==> src/rtl/ide_autoconfig.sv <==
// ide_autoconfig: Zorro II AutoConfig controller for the IDE card.
// Presents the expansion ROM nibbles at $E80000 while the card is unconfigured
// and owns the chain. It latches the base address the OS assigns and drives
// ide_access for the assigned 128 KB window. Once configured or shut up, it
// passes the chain on through CFGOUT_n.
// Optional build macro: IDE_AUTOBOOT_EN (advertises a diag vector and sets er_Type bit4).
//
// Bus handshake: a CPU cycle is active while AS_n is low. RW high marks a read.
// RW low together with UDS_n low marks a write of DIN on D15..D12. Reads are
// answered combinationally and DOE qualifies DOUT. A write is taken on exactly
// one rising CLK edge per AS_n-low cycle: the first qualifying edge. Further
// edges are ignored until AS_n returns high.
module ide_autoconfig #(
    parameter logic [15:0] MANUF_ID   = 16'h144A,
    parameter logic [7:0]  PRODUCT_ID = 8'h05,
    parameter logic [31:0] SERIAL     = 32'h0000_0001
) (
    input  logic        CLK,
    input  logic        RESET,
    input  logic [23:1] ADDR,
    input  logic [3:0]  DIN,
    input  logic        AS_n,
    input  logic        UDS_n,
    input  logic        RW,
    input  logic        CFGIN_n,
    output logic [3:0]  DOUT,
    output logic        DOE,
    output logic        CFGOUT_n,
    output logic        configured,
    output logic        ide_access,
    output logic [1:0]  fsm_state
);

`ifdef IDE_AUTOBOOT_EN
    localparam logic [7:0]  ER_TYPE  = 8'hD2;
    localparam logic [15:0] DIAG_VEC = 16'h4000;
`else
    localparam logic [7:0]  ER_TYPE  = 8'hC2;
    localparam logic [15:0] DIAG_VEC = 16'h0000;
`endif

    typedef enum logic [1:0] {
        ST_UNCONFIG   = 2'd0,
        ST_CONFIGURED = 2'd1,
        ST_SHUTUP     = 2'd2
    } state_t;

    state_t      state;
    state_t      state_next;
    logic        wr_done;
    logic [3:0]  base_hi;
    logic [3:0]  base_lo;
    logic        cfgout_q;

    logic        ac_sel;
    logic        rd_sel;
    logic        commit;
    logic        off_base_hi;
    logic        off_base_lo;
    logic        off_shutup;
    logic [6:0]  base;
    logic [7:0]  rom_byte;
    logic [3:0]  rom_nibble;
    logic        rom_invert;

    // A16 is not part of a 128 KB window, and ADDR[15:8] is not decoded inside the
    // AutoConfig page. Both are collected here on purpose.
    logic        unused_bits;
    assign unused_bits = &{1'b0, ADDR[15:8], base_lo[0]};

    // The card answers at $E8xxxx only while unconfigured and the chain grants it.
    assign ac_sel      = (state == ST_UNCONFIG) && !CFGIN_n && !AS_n && (ADDR[23:16] == 8'hE8);
    assign rd_sel      = ac_sel && RW;
    assign commit      = ac_sel && !RW && !UDS_n && !wr_done;
    assign off_base_hi = (ADDR[7:1] == 7'h24);   // $48
    assign off_base_lo = (ADDR[7:1] == 7'h25);   // $4A
    assign off_shutup  = (ADDR[7:1] == 7'h26);   // $4C
    assign base        = {base_hi, base_lo[3:1]};

    // ROM byte lookup: ADDR[7:2] selects the byte and ADDR[1] selects the nibble.
    // Only the low 16 bits of SERIAL fit in the $18-$1E window.
    always_comb begin
        rom_byte = 8'h00;
        case (ADDR[7:2])
            6'h00:   rom_byte = ER_TYPE;          // $00/$02
            6'h01:   rom_byte = PRODUCT_ID;       // $04/$06
            6'h02:   rom_byte = 8'h00;            // $08/$0A flags
            6'h04:   rom_byte = MANUF_ID[15:8];   // $10/$12
            6'h05:   rom_byte = MANUF_ID[7:0];    // $14/$16
            6'h06:   rom_byte = SERIAL[15:8];     // $18/$1A
            6'h07:   rom_byte = SERIAL[7:0];      // $1C/$1E
            6'h0A:   rom_byte = DIAG_VEC[15:8];   // $28/$2A
            6'h0B:   rom_byte = DIAG_VEC[7:0];    // $2C/$2E
            default: rom_byte = 8'h00;
        endcase
    end

    // Even word offset gives the high nibble; offset+2 gives the low nibble. Only er_Type is stored true.
    always_comb begin
        rom_nibble = ADDR[1] ? rom_byte[3:0] : rom_byte[7:4];
        rom_invert = (ADDR[7:2] != 6'h00);
    end

    // State register: reset takes priority over any commit on the same edge.
    always_ff @(posedge CLK) begin
        if (RESET) begin
            state <= ST_UNCONFIG;
        end else begin
            state <= state_next;
        end
    end

    // Next state: only a committed write while unconfigured can leave UNCONFIG. Both exits are sticky.
    always_comb begin
        state_next = state;
        if (commit) begin
            if (off_base_hi) begin
                state_next = ST_CONFIGURED;
            end else if (off_shutup) begin
                state_next = ST_SHUTUP;
            end
        end
    end

    // Datapath registers: write-once guard, base address nibbles, chain output.
    always_ff @(posedge CLK) begin
        if (RESET) begin
            wr_done  <= 1'b0;
            base_hi  <= 4'h0;
            base_lo  <= 4'h0;
            cfgout_q <= 1'b1;
        end else begin
            if (AS_n) begin
                wr_done <= 1'b0;
            end else if (commit) begin
                wr_done <= 1'b1;
            end
            if (commit && off_base_lo) begin
                base_lo <= DIN;
            end
            if (commit && off_base_hi) begin
                base_hi <= DIN;
            end
            // Follows the next state so the chain opens on the commit edge itself.
            cfgout_q <= (state_next == ST_UNCONFIG);
        end
    end

    // Outputs: the read path and the window select are combinational from the bus.
    always_comb begin
        fsm_state  = state;
        configured = (state == ST_CONFIGURED);
        CFGOUT_n   = cfgout_q;
        DOE        = rd_sel;
        DOUT       = 4'h0;
        if (rd_sel) begin
            DOUT = rom_invert ? ~rom_nibble : rom_nibble;
        end
        ide_access = (state == ST_CONFIGURED) && !AS_n && (ADDR[23:17] == base);
    end

endmodule

==> config.mk <==
export PLATFORM = sky130hd
export DESIGN_NAME = ide_autoconfig
export DESIGN_NICKNAME = d
export VERILOG_FILES = /design/src/rtl/ide_autoconfig.sv
export SDC_FILE = /design/constraint.sdc
export NUM_CORES = 1
export LEC_CHECK = 0
export ABC_AREA = 1
export CORE_UTILIZATION = 35
export CTS_BUF_LIST = sky130_fd_sc_hd__clkbuf_16
export DETAILED_ROUTE_END_ITERATION = 8
export PLACE_DENSITY = 0.86
export SETUP_SLACK_MARGIN = 0.15
export SLEW_MARGIN = 20
export SYNTH_ARGS = -nofsm -noshare
export SYNTH_HDL_FRONTEND = slang
export SYNTH_SLANG_ARGS = --single-unit
==> constraint.sdc <==
create_clock -name CLK -period 1.1 [get_ports CLK]
set_input_delay 0.11 -clock CLK [delete_from_list [all_inputs] [get_ports CLK]]
set_output_delay 0.11 -clock CLK [all_outputs]
set_load 0.005 [all_outputs]
==> results of run 1 <==
-- synth_stat cells (2+ instances only) --
library cell and n:
nor2_1 34, nand2_1 24, inv_1 20, dfxtp_1 11, nand4_1 11, nor2_2 5
xnor2_1 4, nand3_1 3, nand3_2 3, nor2_4 3, o21ai_0 3, a21oi_1 2
and3_1 2, inv_2 2, nor3_1 2
-- power groups by stage --
stage	Combinational, mW	Clock (mW)	Sequential (mW)
floorplan	0.0792	0	0.407
global placement	0.238	0	0.407
detailed placement	0.246	0	0.407
CTS	0.255	0.646	0.400
global route	0.303	0.698	0.399
finish	0.288	0.704	0.399
-- cell families after synthesis --
logic type      Yosys count  share of synthesized area [%]
simple gates             90                           53.8
buf+inv                  22                           9.92
compound gates            7                           4.51
xor+xnor                  5                           5.26
flops                    11                           26.5
-- per-stage QoR --
| stage | util, % | power, mW | area (sq um) | cells |
|---|---|---|---|---|
| 2_1_floorplan | - | 0.486 | 848 | 135 |
| 3_3_place_gp | 62.9 | 0.645 | 1400 | 221 |
| 3_5_place_dp | 62.9 | 0.653 | 1400 | 221 |
| 4_1_cts | 74.3 | 1.30 | 1660 | 241 |
| 5_1_grt | 80.7 | 1.40 | 1800 | 249 |
| 6_report | 80.7 | 1.39 | 1800 | 249 |
-- worst max path at each step --
| stage | slack, ns | end |
|---|---|---|
| global placement | -0.75 | DOUT[2] |
| detailed placement | -0.83 | DOUT[1] |
| CTS | -0.64 | CFGOUT_n |
| floorplan | 0.003 | CFGOUT_n |
| global route | -0.88 | base_hi[1] |
| finish | -0.82 | base_hi[3] |
-- worst max-delay path: cells and delay by family (launching register included) --
kind,cells,cell delay (ns)
buffers and inverters,8,0.76
DFF,1,0.32
and+or+nand+nor,7,0.75
-- state kept, by name, indices dropped and copies added (netlist names) --
name,cells
base_hi,4
base_lo,3
fsm_state,2
CFGOUT_n,1
wr_done,1
-- cell type report --
type	count	share of cell area, %
Clock inverter	1	0.208
Inverter	22	4.58
Timing Repair Buffer	82	39.9
Tap cell	28	1.94
Multi-Input combinational cell	102	36.6
Clock buffer	3	4.16
Sequential cell	11	12.6
-- cell usage in the layout (no fill, tap or decap), types with 2 or more instances in the layout --
cell and n:
buf_4 34, dfxtp_1 6, a21oi_1 2, xnor2_1 2
nor2_1 25, buf_6 18, clkbuf_16 3, nand4_1 11
dlygate4sd2_1 11, inv_2 4, nor2_2 8, clkdlybuf4s50_1 14
inv_1 19, nand2_1 19, and3_4 2, nand3_1 3
o21ai_0 3, nor2_4 9, buf_2 5, dfxtp_2 5
nand3_2 2, nand2_2 4, xnor2_2 2
-- metal layers --
metal	up-vias	part of all wire (%)
met3	27	7.0
met2	83	51
met1	598	36
met4	0	6.3
met5	-	0
li1	607	-
-- what timing repair did --
| action | CTS | global route |
|---|---|---|
| hold buffers | 0 | 0 |
| pin swaps | 29 | 16 |
| buffers inserted | 16 | 8 |
| gates resized for setup | 74 | 22 |
| endpoints found under the setup margin | 21 | 20 |
==> flow_metrics.env, run 1 <==
export IMPL_clock_skew_ns=0.00295
export IMPL_p_comb_share_pct=20.7
export IMPL_ant_nets=0
export IMPL_p_int_mw=1.03
export IMPL_synthTopCellsByArea="dfxtp_1 (26%), nor2_1 (15%), nand2_1 (11%), inv_1 (9.0%), nand4_1 (8.3%)"
export IMPL_track_usage_pct=27.9
export IMPL_multi_input_area_sq_um=661
export IMPL_synthArstFlopShare_pct=0
export IMPL_syn_area_sq_um=832
export IMPL_startpoint="fsm_state[1]"
export IMPL_rsz0062_at_grt="yes"
export IMPL_grt_pass1_vias=1246
export IMPL_clock_path_buffers=2
export IMPL_whs_endpoint="wr_done"
export IMPL_grt_pass1_wl_mm=5.24
export IMPL_clock_root_buffer="clkbuf_16"
export IMPL_critPathLaunchType="flip-flop"
export IMPL_p_seq_share_pct=28.7
export IMPL_p_per_area_nw_per_um2=772
export IMPL_fin_ws_ns=-0.825
export IMPL_hp_class="in2reg"
export IMPL_tns_ns=-11.47
export IMPL_antenna_found_initial=0
export IMPL_synthFlopType="dfxtp_1"
export IMPL_avgSynthCellArea_sq_um=6.16
export IMPL_maxCapViolations=0
export IMPL_die_h_um=50.8
export IMPL_slew_viol_final=0
export IMPL_hold_viol=0
export IMPL_dieWidth_um=50.8
export IMPL_grt_max_degree=9
export IMPL_num_antenna_cells=0
export IMPL_synth_top_cell_by_area="dfxtp_1"
export IMPL_row_count=17
export IMPL_ys_warn_count=0
export IMPL_syn_to_final_growth_pct=117
export IMPL_nFillCells=141
export IMPL_ios=43
export IMPL_cts_buffers_inserted=3
export IMPL_synth_top_area_share_pct=26.5
export IMPL_fin_crit_ns=1.92
export IMPL_nets=255
export IMPL_crit_path_end_kind="flip-flop"
export IMPL_total_leakage_power_nw=0.846
export IMPL_relSlewSlack_pct=81.1
export IMPL_layout_drive_gt1_share_pct=47.1
export IMPL_netlist_instances=135
export IMPL_r2r_start="fsm_state[1]"
export IMPL_holdPathStages=3
export IMPL_status="finished with violations"
export IMPL_synth_edff_count=0
export IMPL_switching_share_pct=26.0
export IMPL_tightestPinTransition_ns=0.283
export IMPL_period_share_pct=175
export IMPL_crit_type="reg2reg"
export IMPL_p_sw_mw=0.362
export IMPL_viasPerCell=5.28
export IMPL_grt_overflow_total=0
export IMPL_wl_per_cell_um=17.0
export IMPL_slowest_delay_ns=0.32
export IMPL_r2r_end="base_hi[3]"
export IMPL_clock_power_share_pct=50.6
export IMPL_place_hpwl_mm=1.86
export IMPL_crit_path_top_delay_cell="dfxtp_2"
export IMPL_seq_area_frac_synth_pct=26.5
export IMPL_detailroute_via_count=1315
export IMPL_die_area_sq_um=2580
export IMPL_grt_use_met3_pct=5.76
export IMPL_critPathArrivalTime_ns=2.10
export IMPL_grtUsageMet1_pct=27.0
export IMPL_first_pass_iters=4
export IMPL_peakVddDrop_mv=0.860
export IMPL_fmax_ghz=0.520
export IMPL_rr_worst_depth=15
export IMPL_critPathMaxFanout=3
export IMPL_dp_slack_ns=-0.833
export IMPL_htreeDepth=1
export IMPL_setup_violations_final=19
export IMPL_cts_tree="built"
export IMPL_syn_nets=168
export IMPL_gp_congestion=0.824
export IMPL_worst_hold_slack_ns=0.266
export IMPL_portBuffers=34
export IMPL_drc=0
export IMPL_worstHoldStart="AS_n"
export IMPL_yosysUniqueCellTypes=21
export IMPL_violations="negative setup slack"
export IMPL_use_met2_pct=54.4
export IMPL_rrSetupSlack_ns=-0.82
export IMPL_crit_top_cell="buf_6"
export IMPL_initialDrtViolationCount=34
export IMPL_cts_sinks=11
export IMPL_crit_required_ns=1.28
export IMPL_clk_latency_ns=0.25
export IMPL_ys_ff_latch=11
export IMPL_crit_chain="nor2_2, nand2_2, nor2_4, buf_6, buf_6, buf_6, buf_6, buf_6, buf_6, buf_6, nand3_4, nor2_4, buf_6, nor2_2, nor2_1"
export IMPL_start_util_pct=37.3
export IMPL_routed_wl_mm=4.23
export IMPL_core_area_sq_um=2230
export IMPL_top_usage_layer="met2"
export IMPL_clk_pin_slew_ns=0.05
export IMPL_seqCellArea_sq_um=226
Note: power is estimated with default switching activity, not from simulation.
==> run 2, diff against run 1 <==
CORE_MARGIN = 3   (was not set)
==> flow_metrics.env, run 2 (synthesis results as in run 1) <==
export IMPL_fin_crit_ns=1.66
export IMPL_grt_pass1_wl_mm=4.40
export IMPL_holdPathStages=3
export IMPL_gp_congestion=0.911
export IMPL_die_area_sq_um=3000
export IMPL_p_int_mw=1.03
export IMPL_track_usage_pct=20.7
export IMPL_clock_root_buffer="clkbuf_16"
export IMPL_detailroute_via_count=1268
export IMPL_tns_ns=-7.32
export IMPL_p_sw_mw=0.350
export IMPL_largest_register="base_hi"
export IMPL_maxCapViolations=0
export IMPL_critPathMaxFanout=3
export IMPL_portBuffers=34
export IMPL_period_share_pct=151
export IMPL_first_pass_iters=4
export IMPL_peakVddDrop_mv=0.820
export IMPL_clock_path_buffers=2
export IMPL_switching_share_pct=25.3
export IMPL_crit_chain="nor2_4, nand2_2, nor2_4, and3_4, buf_6, o21ai_1, nor2_1, buf_2"
export IMPL_p_total_mw=1.38
export IMPL_die_h_um=54.8
export IMPL_p_comb_share_pct=21.6
export IMPL_slowest_delay_ns=0.34
export IMPL_rsz0062_at_grt="yes"
export IMPL_antenna_found_initial=0
export IMPL_wl_per_cell_um=16.8
export IMPL_tightestPinTransition_ns=0.282
export IMPL_p_seq_share_pct=28.8
export IMPL_crit_top_cell="nor2_4"
export IMPL_cts_tree="built"
export IMPL_hold_buffers=0
export IMPL_relSlewSlack_pct=81.1
export IMPL_start_util_pct=37.3
export IMPL_crit_path_top_delay_cell="dfxtp_2"
export IMPL_htreeDepth=1
export IMPL_nets=249
export IMPL_routed_wl_mm=4.09
export IMPL_syn_to_final_growth_pct=119
export IMPL_p_per_area_nw_per_um2=758
export IMPL_num_antenna_cells=0
export IMPL_cts_sinks=11
export IMPL_viasPerCell=5.22
export IMPL_clock_power_share_pct=49.6
export IMPL_layout_commonest_cell="buf_4"
export IMPL_critPathArrivalTime_ns=1.55
export IMPL_row_count=17
export IMPL_final_cell_mix="buf_4 (26), nor2_1 (24), buf_6 (20)"
export IMPL_cts_buffers_inserted=3
export IMPL_initialDrtViolationCount=29
export IMPL_slew_viol_final=0
export IMPL_drc=0
export IMPL_crit_type="reg2out"
export IMPL_grt_max_degree=9
export IMPL_crit_path_end_kind="output port"
export IMPL_hp_class="in2reg"
export IMPL_clk_pin_slew_ns=0.05
export IMPL_rr_worst_depth=10
export IMPL_core_area_sq_um=2230
export IMPL_violations="negative setup slack"
export IMPL_grt_overflow_total=0
export IMPL_dieWidth_um=54.8
export IMPL_layout_drive_gt1_share_pct=48.8
export IMPL_grt_pass1_vias=1114
export IMPL_place_hpwl_mm=1.90
export IMPL_clk_latency_ns=0.25
export IMPL_fmax_ghz=0.604
export IMPL_crit_required_ns=0.99
export IMPL_status="finished with violations"
export IMPL_clock_skew_ns=0.0109
export IMPL_setup_violations_final=19
export IMPL_largest_reg_flops=4
export IMPL_fin_ws_ns=-0.557
export IMPL_ios=43
export IMPL_critPathLaunchType="flip-flop"
export IMPL_ant_nets=0
export IMPL_hold_viol=0
export IMPL_total_leakage_power_nw=0.872
## run 2: worst max-delay path, delay by kind of cell, from the launching register on
family	cells	cell delay, ns
AND/OR/NAND/NOR	5	0.66
flip-flops	1	0.34
buffers and inverters	2	0.25
AO/OA/AOI/OAI	1	0.05
## run 2: layer usage
metal	GRT usage (%)	wire, um	up-vias
met2	39.6	2170	71
met5	0	0	-
met1	21.6	1460	576
met4	8.30	198	0
met3	4.09	262	27
li1	-	-	594
## run 2: final cells by class
type,instances,area (sq um)
tap,28,35.0
sequential,11,230
clock buffer,3,75.1
timing repair buffer,76,698
inverter,22,85.1
multi-input combinational,102,693
fill,130,413
clock inverter,1,3.75
## run 2: worst paths after layout
path	endpoint	slack (ns)	start
worst max-delay path	DOUT[2]	-0.56	fsm_state[0]
worst min-delay path	wr_done	0.18	AS_n
worst max register to register	base_lo[3]	-0.41	fsm_state[0]
worst min register to register	base_hi[3]	0.49	base_hi[3]
## run 2: timing repair
action / in CTS / in global routing
setup endpoints to repair: 21 / 20
gates resized for setup: 59 / 55
setup buffers: 9 / 8
pin swaps: 11 / 23
hold endpoints to repair: 0 / 0
cloned: 0 / 0
## run 2: power groups by stage
stage	clock [mW]	sequential [mW]	combinational, mW
after floorplan	0	0.407	0.0792
after global placement	0	0.407	0.237
after detailed placement	0	0.407	0.246
after CTS	0.651	0.400	0.251
after global routing	0.690	0.397	0.313
final	0.685	0.397	0.298
## run 2: stage by stage
| stage | hold WS, ns | setup WS (ns) | cell area (sq um) | cells | utilization, % |
|---|---|---|---|---|---|
| after floorplan | 0.175 | 0.00327 | 848 | 135 | - |
| after global placement | 0.468 | -0.763 | 1410 | 222 | 63.2 |
| after detailed placement | 0.491 | -0.839 | 1410 | 222 | 63.2 |
| after CTS | 0.496 | -0.406 | 1580 | 235 | 70.5 |
| after global routing | 0.204 | -0.580 | 1820 | 243 | 81.5 |
| final | 0.175 | -0.557 | 1820 | 243 | 81.5 |
==> run 3, diff against run 2 <==
SLEW_MARGIN = 10   (was 20)
==> results of run 3 <==
Same layout as run 2: the final DEF is identical, and so are final timing and power.
